==> config.mk <==
export PLATFORM = sky130hd
export DESIGN_NAME = ldpc_fifo_arbiter
export DESIGN_NICKNAME = d
export VERILOG_FILES = /design/src/rtl/ldpc_fifo_arb_pkg.sv /design/src/rtl/ldpc_rr_picker.sv /design/src/rtl/ldpc_fifo_arbiter.sv
export SDC_FILE = /design/constraint.sdc
export NUM_CORES = 1
export LEC_CHECK = 0
export ABC_AREA = 1
export CAP_MARGIN = 20
export CORE_MARGIN = 5
export CORE_UTILIZATION = 40
export DETAILED_ROUTE_END_ITERATION = 10
export GPL_ROUTABILITY_DRIVEN = 0
export GPL_TIMING_DRIVEN = 0
export PLACE_DENSITY = 0.81
export SYNTH_ARGS = -nofsm -noshare
export SYNTH_HDL_FRONTEND = slang
export SYNTH_SLANG_ARGS = --single-unit
==> constraint.sdc <==
create_clock -name i_clock -period 2.2 [get_ports i_clock]
set_input_delay 0.44 -clock i_clock [delete_from_list [all_inputs] [get_ports i_clock]]
set_output_delay 0.44 -clock i_clock [all_outputs]
set_load 0.1 [all_outputs]
==> src/rtl/ldpc_fifo_arb_pkg.sv <==
// ldpc_fifo_arb_pkg: shared state type and sizing helper for the LDPC FIFO write-port arbiter
package ldpc_fifo_arb_pkg;
  typedef enum logic {ST_IDLE = 1'b0, ST_BUSY = 1'b1} arb_state_t;
  function automatic int grant_width(input int n);
    return (n > 1) ? $clog2(n) : 1;
  endfunction
endpackage

==> src/rtl/ldpc_rr_picker.sv <==
// ldpc_rr_picker: combinational round-robin picker, first request strictly after ptr, modulo N
module ldpc_rr_picker
  import ldpc_fifo_arb_pkg::*;
#(
  parameter int N = 4,
  parameter int W = grant_width(N)
) (
  input  logic [N-1:0] req,
  input  logic [W-1:0] ptr,
  output logic         found,
  output logic [W-1:0] index
);
  logic [W-1:0] cand;
  // Walk the ring backwards so the candidate closest to ptr+1 is assigned last and wins
  always_comb begin
    found = 1'b0;
    index = '0;
    cand = '0;
    for (int i = N; i >= 1; i--) begin
      cand = W'((int'(ptr) + i) % N);
      if (req[cand]) begin
        found = 1'b1;
        index = cand;
      end
    end
  end
endmodule

==> src/rtl/ldpc_fifo_arbiter.sv <==
// ldpc_fifo_arbiter: frame-locked round-robin sharing of the LDPC input FIFO write port
// with a max-length watchdog, sticky per-requester overlength flags and a frame counter.
module ldpc_fifo_arbiter
  import ldpc_fifo_arb_pkg::*;
#(
  parameter int N_REQ     = 4,
  parameter int WIDTH     = 8,
  parameter int MAX_BEATS = 2048,
  parameter int CNT_W     = 16,
  parameter int GW        = grant_width(N_REQ),
  parameter int BW        = $clog2(MAX_BEATS + 1)
) (
  input  logic                   i_clock,
  input  logic                   i_reset_n,
  input  logic [N_REQ*WIDTH-1:0] i_in_data,
  input  logic [N_REQ-1:0]       i_in_valid,
  input  logic [N_REQ-1:0]       i_in_last,
  output logic [N_REQ-1:0]       o_in_ready,
  output logic [WIDTH-1:0]       o_out_data,
  output logic                   o_out_valid,
  output logic                   o_out_last,
  input  logic                   i_out_ready,
  output logic [GW-1:0]          o_grant,
  output logic                   o_busy,
  output logic [N_REQ-1:0]       o_err_overlength,
  input  logic                   i_err_clear,
  output logic [CNT_W-1:0]       o_frame_count
);
  arb_state_t state;
  logic [GW-1:0] grant, rr_ptr, pick_idx;
  logic [BW-1:0] beat_cnt;
  logic pick_found, accept, at_max, frame_end;
  logic [N_REQ-1:0] err_set;
  ldpc_rr_picker #(.N(N_REQ), .W(GW)) u_picker (
    .req  (i_in_valid),
    .ptr  (rr_ptr),
    .found(pick_found),
    .index(pick_idx)
  );
  always_comb begin
    o_out_data = '0;
    for (int k = 0; k < N_REQ; k++)
      if (grant == GW'(k)) o_out_data = i_in_data[k*WIDTH +: WIDTH];
  end
  assign o_grant     = grant;
  assign o_busy      = state == ST_BUSY;
  assign o_out_valid = o_busy & i_in_valid[grant];
  assign o_in_ready  = (o_busy & i_out_ready) ? N_REQ'(1) << grant : '0;
  assign at_max      = beat_cnt == BW'(MAX_BEATS - 1);
  assign o_out_last  = o_busy & (i_in_last[grant] | at_max);
  assign accept      = o_out_valid & i_out_ready;
  assign frame_end   = accept & o_out_last;
  // A frame ending without the requester's own last flag was cut by the watchdog
  assign err_set     = (frame_end & ~i_in_last[grant]) ? N_REQ'(1) << grant : '0;
  always_ff @(posedge i_clock or negedge i_reset_n) begin
    if (!i_reset_n) begin
      state            <= ST_IDLE;
      grant            <= '0;
      rr_ptr           <= GW'(N_REQ - 1);
      beat_cnt         <= '0;
      o_err_overlength <= '0;
      o_frame_count    <= '0;
    end else begin
      o_err_overlength <= (i_err_clear ? '0 : o_err_overlength) | err_set;
      if (state == ST_IDLE) begin
        if (pick_found) begin
          grant <= pick_idx;
          state <= ST_BUSY;
        end
      end else if (accept) begin
        beat_cnt <= frame_end ? '0 : beat_cnt + 1'b1;
        if (frame_end) begin
          state         <= ST_IDLE;
          rr_ptr        <= grant;
          o_frame_count <= o_frame_count + 1'b1;
        end
      end
    end
  end
endmodule

==> results.ini, run 1 <==
[clock_tree]
cts_htree_levels = 2
numClockSinks = 37
clock_insertion_delay_worst_skew_ns = 0.29
path_clk_slew_ns = 0.07
tritoncts_clock_tree = yes
clk_root_buffer_cell = sky130_fd_sc_hd__clkbuf_8
clock_path_buffers = 2
cts_made_buffers = 5

[logic_synthesis]
synth.top_cells.by_count = sky130_fd_sc_hd__nand2_1, sky130_fd_sc_hd__dfrtp_1, sky130_fd_sc_hd__inv_1
commonest_register_cell_after_synthesis = sky130_fd_sc_hd__dfrtp_1
synthesized_area_fraction_occupied_by_xor_and_xnor_cells_pct = 6.65
synth.cell_area_um2 = 2630
synth_simple_gate_area_share_pct = 43.3
synth-compound-area-share_pct = 6.46
syn-num-nets = 419
synth_register_bits = 37
synth_top_cell_area_share_pct = 33.3
synth_edf_count = 0
syn_inst = 373
synth_adder_area_share_pct = 0.950
share_of_flip_flops_with_an_asynchronous_set_or_reset_after_synthesis_pct = 100
main_combinational_cell_family_by_area_after_synthesis = simple AND/OR/NAND/NOR gates
syn-mean-instance-area_um2 = 7.06
post_synthesis_sequential_area_ratio_pct = 35.2
synth_area_leaders = sky130_fd_sc_hd__dfrtp_1, sky130_fd_sc_hd__nand2_1, sky130_fd_sc_hd__xor2_1
synth-warning-count = 0
yosys.cell_count.top_type = sky130_fd_sc_hd__nand2_1
yosys_cell_types = 31
synthMuxAreaShare_pct = 0
dominant_cell_type_by_area_after_synthesis = sky130_fd_sc_hd__dfrtp_1

[setup_path]
worstRegToRegCells = 11
rr_endpoint = o_frame_count[15]$_DFFE_PN0P_
cp.arrival_ns = 1.76
worst_setup_path_end_kind = primary output
critical_path.slowest_cell = sky130_fd_sc_hd__dfrtp_1
cp-endpoint = o_out_last
worstPathCellList = nand2_1 > nor2_2 > nand2_1 > nor2_2 > nor3_4 > buf_6 > nor2_4 > buf_12
crit_path_start_kind = flip-flop
register_to_register_setup_slack_ns = 0.40
setup.worst_path.start = beat_cnt[6]$_DFFE_PN0P_
cp_max_fanout = 4
worst_ep_required_time_ns = 1.76
timing.setup.critical_path_class = reg -> out
critPathMaxStageDelay_ns = 0.43
critical_path.reg2reg.startpoint = o_grant[1]$_DFFE_PN0P_

[global_route]
maximum_number_of_pins_on_one_net_before_global_route_repair = 38
grtUsageTotal_pct = 17.7
global_route_wire_length_before_repair_um = 12400
grt_remaining_overflow = 0
first_global_vias = 2688
antenna_violations_before_repair = 0

[floorplanning]
fp.dieH_um = 91.1
number_of_top_level_pins = 81
floorplan.die_area_um2 = 8310
core_area_um2 = 6390
starting_density_of_the_core_pct = 41.2
placementRows = 29
die_width_um = 91.1

[route]
ant_nets = 0
drc = 0
vias_per_cell = 4.99
post_drt_wl_per_cell_um = 13.1
postRouteWirelength_um = 7090
vias = 2706
drt_first_iter_violations = 173
detailedRoute.firstPassIterationCount = 4

[status]
status = complete, no violations

[power_and_ir_drop]
cell_internal_pwr_mw = 2.03
total_switching_power_mw = 3.29
cellPowerDensity_nw_per_um2 = 1430
power.ir.vdd_worst_mv = 1.35
power.sequential.fraction_pct = 20.0
combPwrFrac_pct = 71.4
p_sw_share_pct = 61.8
leakage_power_summed_over_all_cells_nw = 1.79
power_frac_clock_pct = 8.7

[worst_hold_path]
class_of_the_worst_hold_path = in -> async

[sta]
timing.final.hold_violations = 0
max_freq_mhz = 455
finalSetupViolations = 0
final_min_period_over_clock_period_pct = 99.9
timing_max_transition_violations_final = 0
timing_worst_slew_pin_value_ns = 0.976
holdWs_ns = 0.234
timing.final.ws_setup_ns = 0.00239
timing.max_slew.rel_slack_pct = 35.2
clock_tree_skew_after_final_layout_ns = 0.00426
timing.final.crit_period_ns = 2.20
rsz_0062_raised_after_global_routing = true

[cells_and_area]
drive_above_1_share_pct = 18.3
non_filler_cells_in_the_finished_layout = 542
post_route_cell_area_um2 = 3720
post-route-util_pct = 58.2
nets = 510
diodes = 0
area.growth.synth_to_final_pct = 41.2

[placed_design]
post_detail_place_hpwl_um = 5470
port_buffers = 80
dpl_worst_slack_ns = -0.885
placed_cell_area_um2 = 3620
dpl.cell_count = 530

[job]
max-cap-violations = 0

## worst max-delay path, delay by kind of cell (launching register included)
family | cells | cell delay, ns
flip-flops | 1 | 0.43
buffers and inverters | 2 | 0.31
AND/OR/NAND/NOR | 6 | 0.71
## how the worst min path moves through the flow
stage / slack (ns) / to / startpoint
floorplan: 0.14 / beat_cnt[0]$_DFFE_PN0P_ / i_reset_n
global placement: 0.47 / o_err_overlength[1]$_DFF_PN0_ / o_err_overlength[1]$_DFF_PN0_
detailed placement: 0.47 / o_err_overlength[1]$_DFF_PN0_ / o_err_overlength[1]$_DFF_PN0_
CTS: 0.28 / o_err_overlength[2]$_DFF_PN0_ / i_reset_n
global route: 0.33 / o_err_overlength[3]$_DFF_PN0_ / i_reset_n
finish: 0.23 / o_err_overlength[2]$_DFF_PN0_ / i_reset_n
## routing by layer
layer,vias to the layer above,track usage (%),share of wire [%]
met5,-,0,0
met4,0,4.89,1.1
met3,8,4.55,6.9
met2,98,30.5,48
met1,1236,21.8,44
li1,1364,-,-
## power groups by stage
stage          sequential, mW  combinational, mW  clock [mW]
2_1_floorplan            1.64               2.37           0
3_5_place_dp             1.07               3.78           0
4_1_cts                  1.07               3.69       0.483
3_3_place_gp             1.06               3.74           0
6_report                 1.06               3.80       0.462
5_1_grt                  1.09               4.05       0.510
## repair_timing
action                                 in CTS  in global routing
hold buffers                                0                  0
pin swaps                                   1                  2
setup endpoints to repair                  37                 11
setup buffers                               1                  3
resized for setup                         108                 13
endpoints found under the hold margin       0                  0
## stage by stage
stage / total power [mW] / setup TNS [ns]
floorplan: 4.01 / -0.638
global placement: 4.80 / -14.23
detailed placement: 4.84 / -8.63
CTS: 5.24 / -0.0592
global route: 5.66 / -0.125
finish: 5.32 / 0
## final cells by class
type / instances / area (um^2)
inverters: 34 / 148
well taps: 77 / 96.3
flip-flops and latches: 37 / 938
plain buffers: 7 / 65.1
multi-input cells: 295 / 1610
clock buffers: 6 / 72.6
fillers: 601 / 2670
repair buffers: 84 / 779
clock inverters: 2 / 10.0
## flip-flops by register name (all words and copies together), names as in the netlist
| name | cells |
|---|---|
| o_err_overlength | 4 |
| beat_cnt | 12 |
| o_busy | 1 |
| o_frame_count | 16 |
| rr_ptr | 2 |
| o_grant | 2 |
## cells in the final DEF (no fill, tap or decap), types with 2 or more instances in the layout
cell | Yosys | final
sky130_fd_sc_hd__nand2_1 | 160 | 157
sky130_fd_sc_hd__clkdlybuf4s50_1 | 0 | 42
sky130_fd_sc_hd__dfrtp_1 | 35 | 31
sky130_fd_sc_hd__inv_1 | 29 | 28
sky130_fd_sc_hd__dlygate4sd2_1 | 0 | 23
sky130_fd_sc_hd__nand3_1 | 19 | 19
sky130_fd_sc_hd__nor2_1 | 26 | 18
sky130_fd_sc_hd__xor2_1 | 14 | 14
sky130_fd_sc_hd__nand4_1 | 12 | 12
sky130_fd_sc_hd__nor2_4 | 2 | 9
sky130_fd_sc_hd__o21ai_1 | 9 | 9
sky130_fd_sc_hd__clkbuf_4 | 0 | 9
sky130_fd_sc_hd__o21ai_2 | 7 | 7
sky130_fd_sc_hd__nand3b_1 | 7 | 7
sky130_fd_sc_hd__nor3_1 | 7 | 7
sky130_fd_sc_hd__nand2_4 | 4 | 6
sky130_fd_sc_hd__xnor2_1 | 6 | 6
sky130_fd_sc_hd__buf_4 | 0 | 6
sky130_fd_sc_hd__buf_6 | 5 | 5
sky130_fd_sc_hd__nand2_2 | 5 | 5
sky130_fd_sc_hd__clkbuf_8 | 0 | 5
sky130_fd_sc_hd__inv_4 | 1 | 3
sky130_fd_sc_hd__nor2_2 | 2 | 3
sky130_fd_sc_hd__nand3_2 | 3 | 3
sky130_fd_sc_hd__buf_2 | 1 | 3
sky130_fd_sc_hd__o22ai_2 | 2 | 2
sky130_fd_sc_hd__clkbuf_1 | 1 | 2
sky130_fd_sc_hd__o21ai_0 | 2 | 2
sky130_fd_sc_hd__a21oi_1 | 2 | 2
sky130_fd_sc_hd__dfrtp_2 | 0 | 2
sky130_fd_sc_hd__clkinv_2 | 0 | 2
sky130_fd_sc_hd__dfrtp_4 | 0 | 2
sky130_fd_sc_hd__dfstp_2 | 2 | 2
## cells by family after synthesis
family | count (synthesis)
flip-flops | 37
XOR/XNOR | 20
adder cells (fa/ha/maj) | 2
buffers and inverters | 41
AO/OA/AOI/OAI | 23
AND/OR/NAND/NOR | 250
No activity file was read; power rests on OpenSTA's default activity.
==> run 2: changes to the inputs <==
--- a/config.mk
+++ b/config.mk
@@ -13,6 +13,7 @@
 export GPL_ROUTABILITY_DRIVEN = 0
 export GPL_TIMING_DRIVEN = 0
 export PLACE_DENSITY = 0.81
+export SLEW_MARGIN = 20
 export SYNTH_ARGS = -nofsm -noshare
 export SYNTH_HDL_FRONTEND = slang
 export SYNTH_SLANG_ARGS = --single-unit
==> run 2 against run 1 <==
The run now ends with setup timing left. Critical path depth is the same. Sequential power is essentially flat. Combinational power grew 5%. Non-clock buffer count grew 7. Die area is the same. Clock power grew 1%. Global-route usage grew 0.17 points. Cell count grew 1.3%.
==> results.ini, run 2 (synthesized netlist as in run 1, its figures left out) <==
[status]
status = complete, but fails checks
violations = setup timing

[sta]
timing_worst_slew_pin_value_ns = 0.977  ; +0.000567 ns
rsz_0062_raised_after_global_routing = true
timing.final.hold_violations = 0  ; unchanged
max_freq_mhz = 452  ; -0.68%
timing.final.ws_setup_ns = -0.0127  ; -0.0151 ns
finalSetupViolations = 1  ; +1
clock_tree_skew_after_final_layout_ns = 0.00288  ; -0.00138 ns
timing.final.crit_period_ns = 2.21  ; +0.0151 ns
holdWs_ns = 0.0820  ; -0.152 ns
timing.max_slew.rel_slack_pct = 35.1  ; -0.038 points
timing_max_transition_violations_final = 0  ; unchanged
final_min_period_over_clock_period_pct = 101  ; +0.69 points

[cells_and_area]
non_filler_cells_in_the_finished_layout = 549  ; +1.3%
nets = 517  ; +1.4%
final_cell_mix = sky130_fd_sc_hd__nand2_1, sky130_fd_sc_hd__clkdlybuf4s50_1, sky130_fd_sc_hd__dfrtp_1
nFillCells = 580  ; -3.5%
number_of_flip_flops_under_the_largest_register_name = 16  ; unchanged
largestRegisters = o_frame_count: 16 flops, beat_cnt: 12 flops, o_err_overlength: 4 flops
diodes = 0  ; unchanged
drive_above_1_share_pct = 19.5  ; +1.2 points
post-route-util_pct = 60.2  ; +2.0 points
area.growth.synth_to_final_pct = 46.0
commonest_non_fill_non_tap_cell_in_the_layout = sky130_fd_sc_hd__nand2_1
register_area_um2 = 938  ; unchanged
multi_input_area_um2 = 1650  ; +2.6%
largest_register = o_frame_count

[clock_tree]
clock_insertion_delay_worst_skew_ns = 0.29  ; about the same
clock_path_buffers = 2  ; unchanged
numClockSinks = 37  ; unchanged
tritoncts_clock_tree = yes
clk_root_buffer_cell = sky130_fd_sc_hd__clkbuf_8
cts_htree_levels = 2  ; unchanged
path_clk_slew_ns = 0.07  ; about the same
cts_made_buffers = 5  ; unchanged

[setup_path]
worst_setup_path_end_kind = primary output
worst_ep_required_time_ns = 1.76  ; about the same
cp.arrival_ns = 1.77  ; about the same
setup.worst_path.start = o_grant[0]$_DFFE_PN0P_
crit_path_start_kind = flip-flop
timing.setup.critical_path_class = reg -> out
cp-endpoint = o_out_last
critical_path.reg2reg.startpoint = o_grant[0]$_DFFE_PN0P_
register_to_register_setup_slack_ns = 0.38  ; -0.02 ns
worstRegToRegCells = 12  ; +1
cp_max_fanout = 10  ; +6
rr_endpoint = o_frame_count[15]$_DFFE_PN0P_

[placed_design]
post_detail_place_hpwl_um = 5620  ; +2.7%
port_buffers = 80  ; unchanged
dpl.cell_count = 531  ; +0.19%

[route]
drt_first_iter_violations = 107  ; -38%
postRouteWirelength_um = 7380  ; +4.2%
post_drt_wl_per_cell_um = 13.4  ; +2.8%
vias_per_cell = 4.96  ; -0.69%
drc = 0  ; unchanged
vias = 2722  ; +0.59%
ant_nets = 0  ; unchanged
detailedRoute.firstPassIterationCount = 4  ; unchanged

[floorplanning]
die_width_um = 91.1  ; unchanged
placementRows = 29  ; unchanged
core_area_um2 = 6390  ; unchanged
starting_density_of_the_core_pct = 41.2  ; unchanged
number_of_top_level_pins = 81  ; unchanged
fp.dieH_um = 91.1  ; unchanged
floorplan.die_area_um2 = 8310  ; unchanged

[job]
max-cap-violations = 0  ; unchanged

[global_route]
grtUsageTotal_pct = 17.9  ; +0.17 points
grt_remaining_overflow = 0  ; unchanged
maximum_number_of_pins_on_one_net_before_global_route_repair = 22  ; -42%
antenna_violations_before_repair = 0  ; unchanged
global_route_wire_length_before_repair_um = 12400  ; +0.50%
first_global_vias = 2687  ; -0.037%

[worst_hold_path]
class_of_the_worst_hold_path = in -> async

[power_and_ir_drop]
power.ir.vdd_worst_mv = 1.51  ; +12%
leakage_power_summed_over_all_cells_nw = 1.84  ; +2.9%
cellPowerDensity_nw_per_um2 = 1430  ; +0.21%

==> run 2: changes by cell type in the layout (fill, tap and decap cells not counted), moves of 2 or more <==
cell / change
sky130_fd_sc_hd__o22ai_2: -2
sky130_fd_sc_hd__nor2_4: +2
sky130_fd_sc_hd__buf_4: +6
sky130_fd_sc_hd__nor2_2: -2
sky130_fd_sc_hd__o22ai_4: +2
==> run 2: how the worst min path moves through the flow <==
| stage | startpoint | end | slack (ns) | cells past startpoint |
|---|---|---|---|---|
| finish | i_reset_n | o_err_overlength[3]$_DFF_PN0_ | 0.08 | 1 |
| detailed placement | i_reset_n | beat_cnt[1]$_DFFE_PN0P_ | 0.41 | 1 |
| floorplan | i_reset_n | beat_cnt[0]$_DFFE_PN0P_ | 0.14 | 0 |
| CTS | i_reset_n | o_err_overlength[3]$_DFF_PN0_ | 0.09 | 1 |
| global placement | o_err_overlength[1]$_DFF_PN0_ | o_err_overlength[1]$_DFF_PN0_ | 0.47 | 2 |
| global route | i_reset_n | o_err_overlength[3]$_DFF_PN0_ | 0.11 | 1 |
==> run 2: routing by layer <==
metal  wire, um  up-vias  global-route usage [%]
li1           -     1374                       -
met1       3230     1256                    22.5
met2       3590       88                    30.2
met3        481        4                    4.38
met4         72        0                    5.50
met5          0        -                       0
==> run 2: through the flow <==
stage | setup WS, ns | cell area (um^2) | setup TNS [ns] | power (mW)
finish | -0.0127 | 3840 | -0.0127 | 5.51
floorplan | -0.0876 | 2730 | -0.638 | 4.01
CTS | -0.0744 | 3690 | -0.0744 | 5.26
detailed placement | -0.894 | 3640 | -8.67 | 4.86
global route | -0.0662 | 3840 | -0.0860 | 5.84
global placement | -0.867 | 3620 | -14.23 | 4.80
==> run 2: area by class of cell <==
cell class	instances	share of cell area, %
plain buffers	7	1.69
multi-input cells	295	42.9
well taps	77	2.51
flip-flops and latches	37	24.4
clock buffers	6	1.89
repair buffers	91	22.4
clock inverters	2	0.260
inverters	34	3.97
==> run 2: what timing repair did <==
action	4_1_cts	5_1_grt
setup endpoints to repair	37	12
hold buffers	0	0
buffers inserted	1	9
resized for setup	108	22
pin swaps	1	5
==> run 2: worst max-delay path, cell delays in order (launching register included) <==
cell and delay (ns):
sky130_fd_sc_hd__dfrtp_4 0.57, sky130_fd_sc_hd__nor2_4 0.15, sky130_fd_sc_hd__buf_6 0.15, sky130_fd_sc_hd__nand2_4 0.06
sky130_fd_sc_hd__nand2_4 0.09, sky130_fd_sc_hd__nor3_4 0.05, sky130_fd_sc_hd__buf_6 0.12, sky130_fd_sc_hd__nor2_4 0.10
sky130_fd_sc_hd__buf_12 0.18
==> run 2: report_power, final <==
part	total, mW	switching (mW)	internal [mW]	leakage, nW
Clock	0.468	0.248	0.220	0.0450
Sequential	1.07	0.218	0.852	0.488
Combinational	3.98	2.90	1.07	1.31
Total	5.51	3.37	2.15	1.84
==> run 3: changes to the inputs <==
--- a/config.mk
+++ b/config.mk
@@ -13,6 +13,7 @@
 export GPL_ROUTABILITY_DRIVEN = 0
 export GPL_TIMING_DRIVEN = 0
 export PLACE_DENSITY = 0.81
+export RECOVER_POWER = 25
 export SLEW_MARGIN = 20
 export SYNTH_ARGS = -nofsm -noshare
 export SYNTH_HDL_FRONTEND = slang
==> run 3 against run 2 <==
The flow still finishes with violations (setup timing). Routed wire length is 0.33% higher. Register-to-register slack hardly changed. Combinational power hardly changed. Sequential power hardly changed. Power hardly changed. Setup slack hardly changed. Hold slack better by 0.17 ns. Clock power hardly changed. Via count is 0.22% lower. Critical path depth stayed put. Final area is 0.42% lower. Sequential cell count stayed put. Critical path type unchanged. Critical endpoint unchanged.
==> results.ini, run 3 (synthesized netlist as in run 1, its figures left out) <==
[floorplanning]
fp.dieH_um = 91.1  ; unchanged
starting_density_of_the_core_pct = 41.2  ; unchanged
number_of_top_level_pins = 81  ; unchanged
core_area_um2 = 6390  ; unchanged
floorplan.die_area_um2 = 8310  ; unchanged
placementRows = 29  ; unchanged
die_width_um = 91.1  ; unchanged

[route]
vias_per_cell = 4.95  ; -0.22%
post_drt_wl_per_cell_um = 13.5  ; +0.33%
ant_nets = 0  ; unchanged
drt_first_iter_violations = 110  ; +2.8%
detailedRoute.firstPassIterationCount = 4  ; unchanged
vias = 2716  ; -0.22%
postRouteWirelength_um = 7410  ; +0.33%
drc = 0  ; unchanged

[clock_tree]
clock_insertion_delay_worst_skew_ns = 0.29  ; about the same
numClockSinks = 37  ; unchanged
path_clk_slew_ns = 0.07  ; about the same
clock_path_buffers = 2  ; unchanged
tritoncts_clock_tree = yes
clk_root_buffer_cell = sky130_fd_sc_hd__clkbuf_8
cts_made_buffers = 5  ; unchanged
cts_htree_levels = 2  ; unchanged
cts_hold_buf = 0  ; unchanged

[global_route]
global_route_wire_length_before_repair_um = 12400  ; unchanged
maximum_number_of_pins_on_one_net_before_global_route_repair = 22  ; unchanged
grt_remaining_overflow = 0  ; unchanged
antenna_violations_before_repair = 0  ; unchanged
first_global_vias = 2687  ; unchanged
grtUsageTotal_pct = 17.9  ; unchanged

[cells_and_area]
commonest_non_fill_non_tap_cell_in_the_layout = sky130_fd_sc_hd__nand2_1
multi_input_area_um2 = 1650  ; unchanged
register_area_um2 = 938  ; unchanged
post_route_cell_area_um2 = 3830  ; -0.42%
nets = 517  ; unchanged
final_cell_mix = sky130_fd_sc_hd__nand2_1, sky130_fd_sc_hd__clkdlybuf4s50_1, sky130_fd_sc_hd__dfrtp_1
drive_above_1_share_pct = 19.1  ; -0.42 points
diodes = 0  ; unchanged
nFillCells = 583  ; +0.52%
largestRegisters = o_frame_count: 16 flops, beat_cnt: 12 flops, o_err_overlength: 4 flops
number_of_flip_flops_under_the_largest_register_name = 16  ; unchanged
largest_register = o_frame_count
area.growth.synth_to_final_pct = 45.4

[sta]
max_freq_mhz = 452  ; about the same
rsz_0062_raised_after_global_routing = true
timing.final.ws_setup_ns = -0.0126  ; +0.0000880 ns
finalSetupViolations = 1  ; unchanged
timing.final.hold_violations = 0  ; unchanged
clock_tree_skew_after_final_layout_ns = 0.00356  ; +0.000681 ns
timing_worst_slew_pin_value_ns = 0.977  ; -0.0000437 ns
timing.max_slew.rel_slack_pct = 35.1  ; about the same
timing_max_transition_violations_final = 0  ; unchanged
final_min_period_over_clock_period_pct = 101  ; about the same
timing.final.crit_period_ns = 2.21  ; -0.0000880 ns

[status]
status = complete, but fails checks
violations = setup timing

[power_and_ir_drop]
leakage_power_summed_over_all_cells_nw = 1.84  ; -0.13%
power.ir.vdd_worst_mv = 1.49  ; -1.1%
total_power_mw = 5.51  ; about the same
cellPowerDensity_nw_per_um2 = 1440  ; +0.38%

[placed_design]
placed_cell_area_um2 = 3640  ; unchanged
post_detail_place_hpwl_um = 5620  ; unchanged
dpl_worst_slack_ns = -0.894  ; unchanged
port_buffers = 80  ; unchanged

[setup_path]
timing.setup.critical_path_class = reg -> out
register_to_register_setup_slack_ns = 0.38  ; about the same
cp_max_fanout = 10  ; unchanged
worstRegToRegCells = 12  ; unchanged
cp.arrival_ns = 1.77  ; about the same
worst_ep_required_time_ns = 1.76  ; about the same
rr_endpoint = o_frame_count[15]$_DFFE_PN0P_
crit_path_start_kind = flip-flop
critical_path.reg2reg.startpoint = o_grant[0]$_DFFE_PN0P_
setup.worst_path.start = o_grant[0]$_DFFE_PN0P_
worst_setup_path_end_kind = primary output
cp-endpoint = o_out_last

[job]
max-cap-violations = 0  ; unchanged

[worst_hold_path]
class_of_the_worst_hold_path = in -> async

[run 3: cell count changes in the layout (fill, tap and decap cells not counted)]
| cell | change |
|---|---|
| sky130_fd_sc_hd__clkbuf_1 | +1 |
| sky130_fd_sc_hd__dlymetal6s4s_1 | +1 |
| sky130_fd_sc_hd__buf_16 | -1 |
| sky130_fd_sc_hd__buf_2 | -1 |
[run 3: critical path, stage by stage (launching register included)]
cell	delay (ns)
sky130_fd_sc_hd__dfrtp_4	0.57
sky130_fd_sc_hd__nor2_4	0.15
sky130_fd_sc_hd__buf_6	0.15
sky130_fd_sc_hd__nand2_4	0.06
sky130_fd_sc_hd__nand2_4	0.09
sky130_fd_sc_hd__nor3_4	0.05
sky130_fd_sc_hd__buf_6	0.12
sky130_fd_sc_hd__nor2_4	0.10
sky130_fd_sc_hd__buf_12	0.18
[run 3: final cells by class]
| type | instances | area share (%) |
|---|---|---|
| multi-input cells | 295 | 43.1 |
| flip-flops and latches | 37 | 24.5 |
| repair buffers | 91 | 22.0 |
| inverters | 34 | 3.99 |
| well taps | 77 | 2.52 |
| clock buffers | 6 | 1.90 |
| plain buffers | 7 | 1.70 |
| clock inverters | 2 | 0.261 |
[run 3: worst min path at each step]
stage,from,end,slack (ns),cells after the start
CTS,i_reset_n,o_err_overlength[3]$_DFF_PN0_,0.09,1
detailed placement,i_reset_n,beat_cnt[1]$_DFFE_PN0P_,0.41,1
finish,i_reset_n,o_err_overlength[3]$_DFF_PN0_,0.25,1
global route,i_reset_n,beat_cnt[0]$_DFFE_PN0P_,0.34,1
global placement,o_err_overlength[1]$_DFF_PN0_,o_err_overlength[1]$_DFF_PN0_,0.47,2
floorplan,i_reset_n,beat_cnt[0]$_DFFE_PN0P_,0.14,0
[run 3: what timing repair did]
action | 4_1_cts | 5_1_grt
endpoints found under the setup margin | 37 | 12
resized for setup | 108 | 22
pin swaps | 1 | 5
buffers inserted | 1 | 9
[run 3: per-layer routing]
metal,global-route usage (%),part of all wire [%],up-vias
met5,0,0,-
met4,5.50,0.97,0
met3,4.38,6.7,4
met2,30.2,48,95
met1,22.5,44,1246
li1,-,-,1371
[run 3: metrics by stage]
stage	hold WS (ns)	utilization (%)	instances	setup TNS, ns
6_report	0.248	60.0	549	-0.0126
5_1_grt	0.340	60.0	549	-0.187
4_1_cts	0.0885	57.7	540	-0.0744
3_3_place_gp	0.467	56.7	530	-14.23
3_5_place_dp	0.408	57.1	531	-8.67
2_1_floorplan	0.144	-	373	-0.638
[run 3: where the power goes]
part	internal, mW	leakage, nW	switching (mW)
clock network	0.220	0.0450	0.247
registers	0.852	0.488	0.219
logic	1.07	1.31	2.90
total	2.14	1.84	3.37
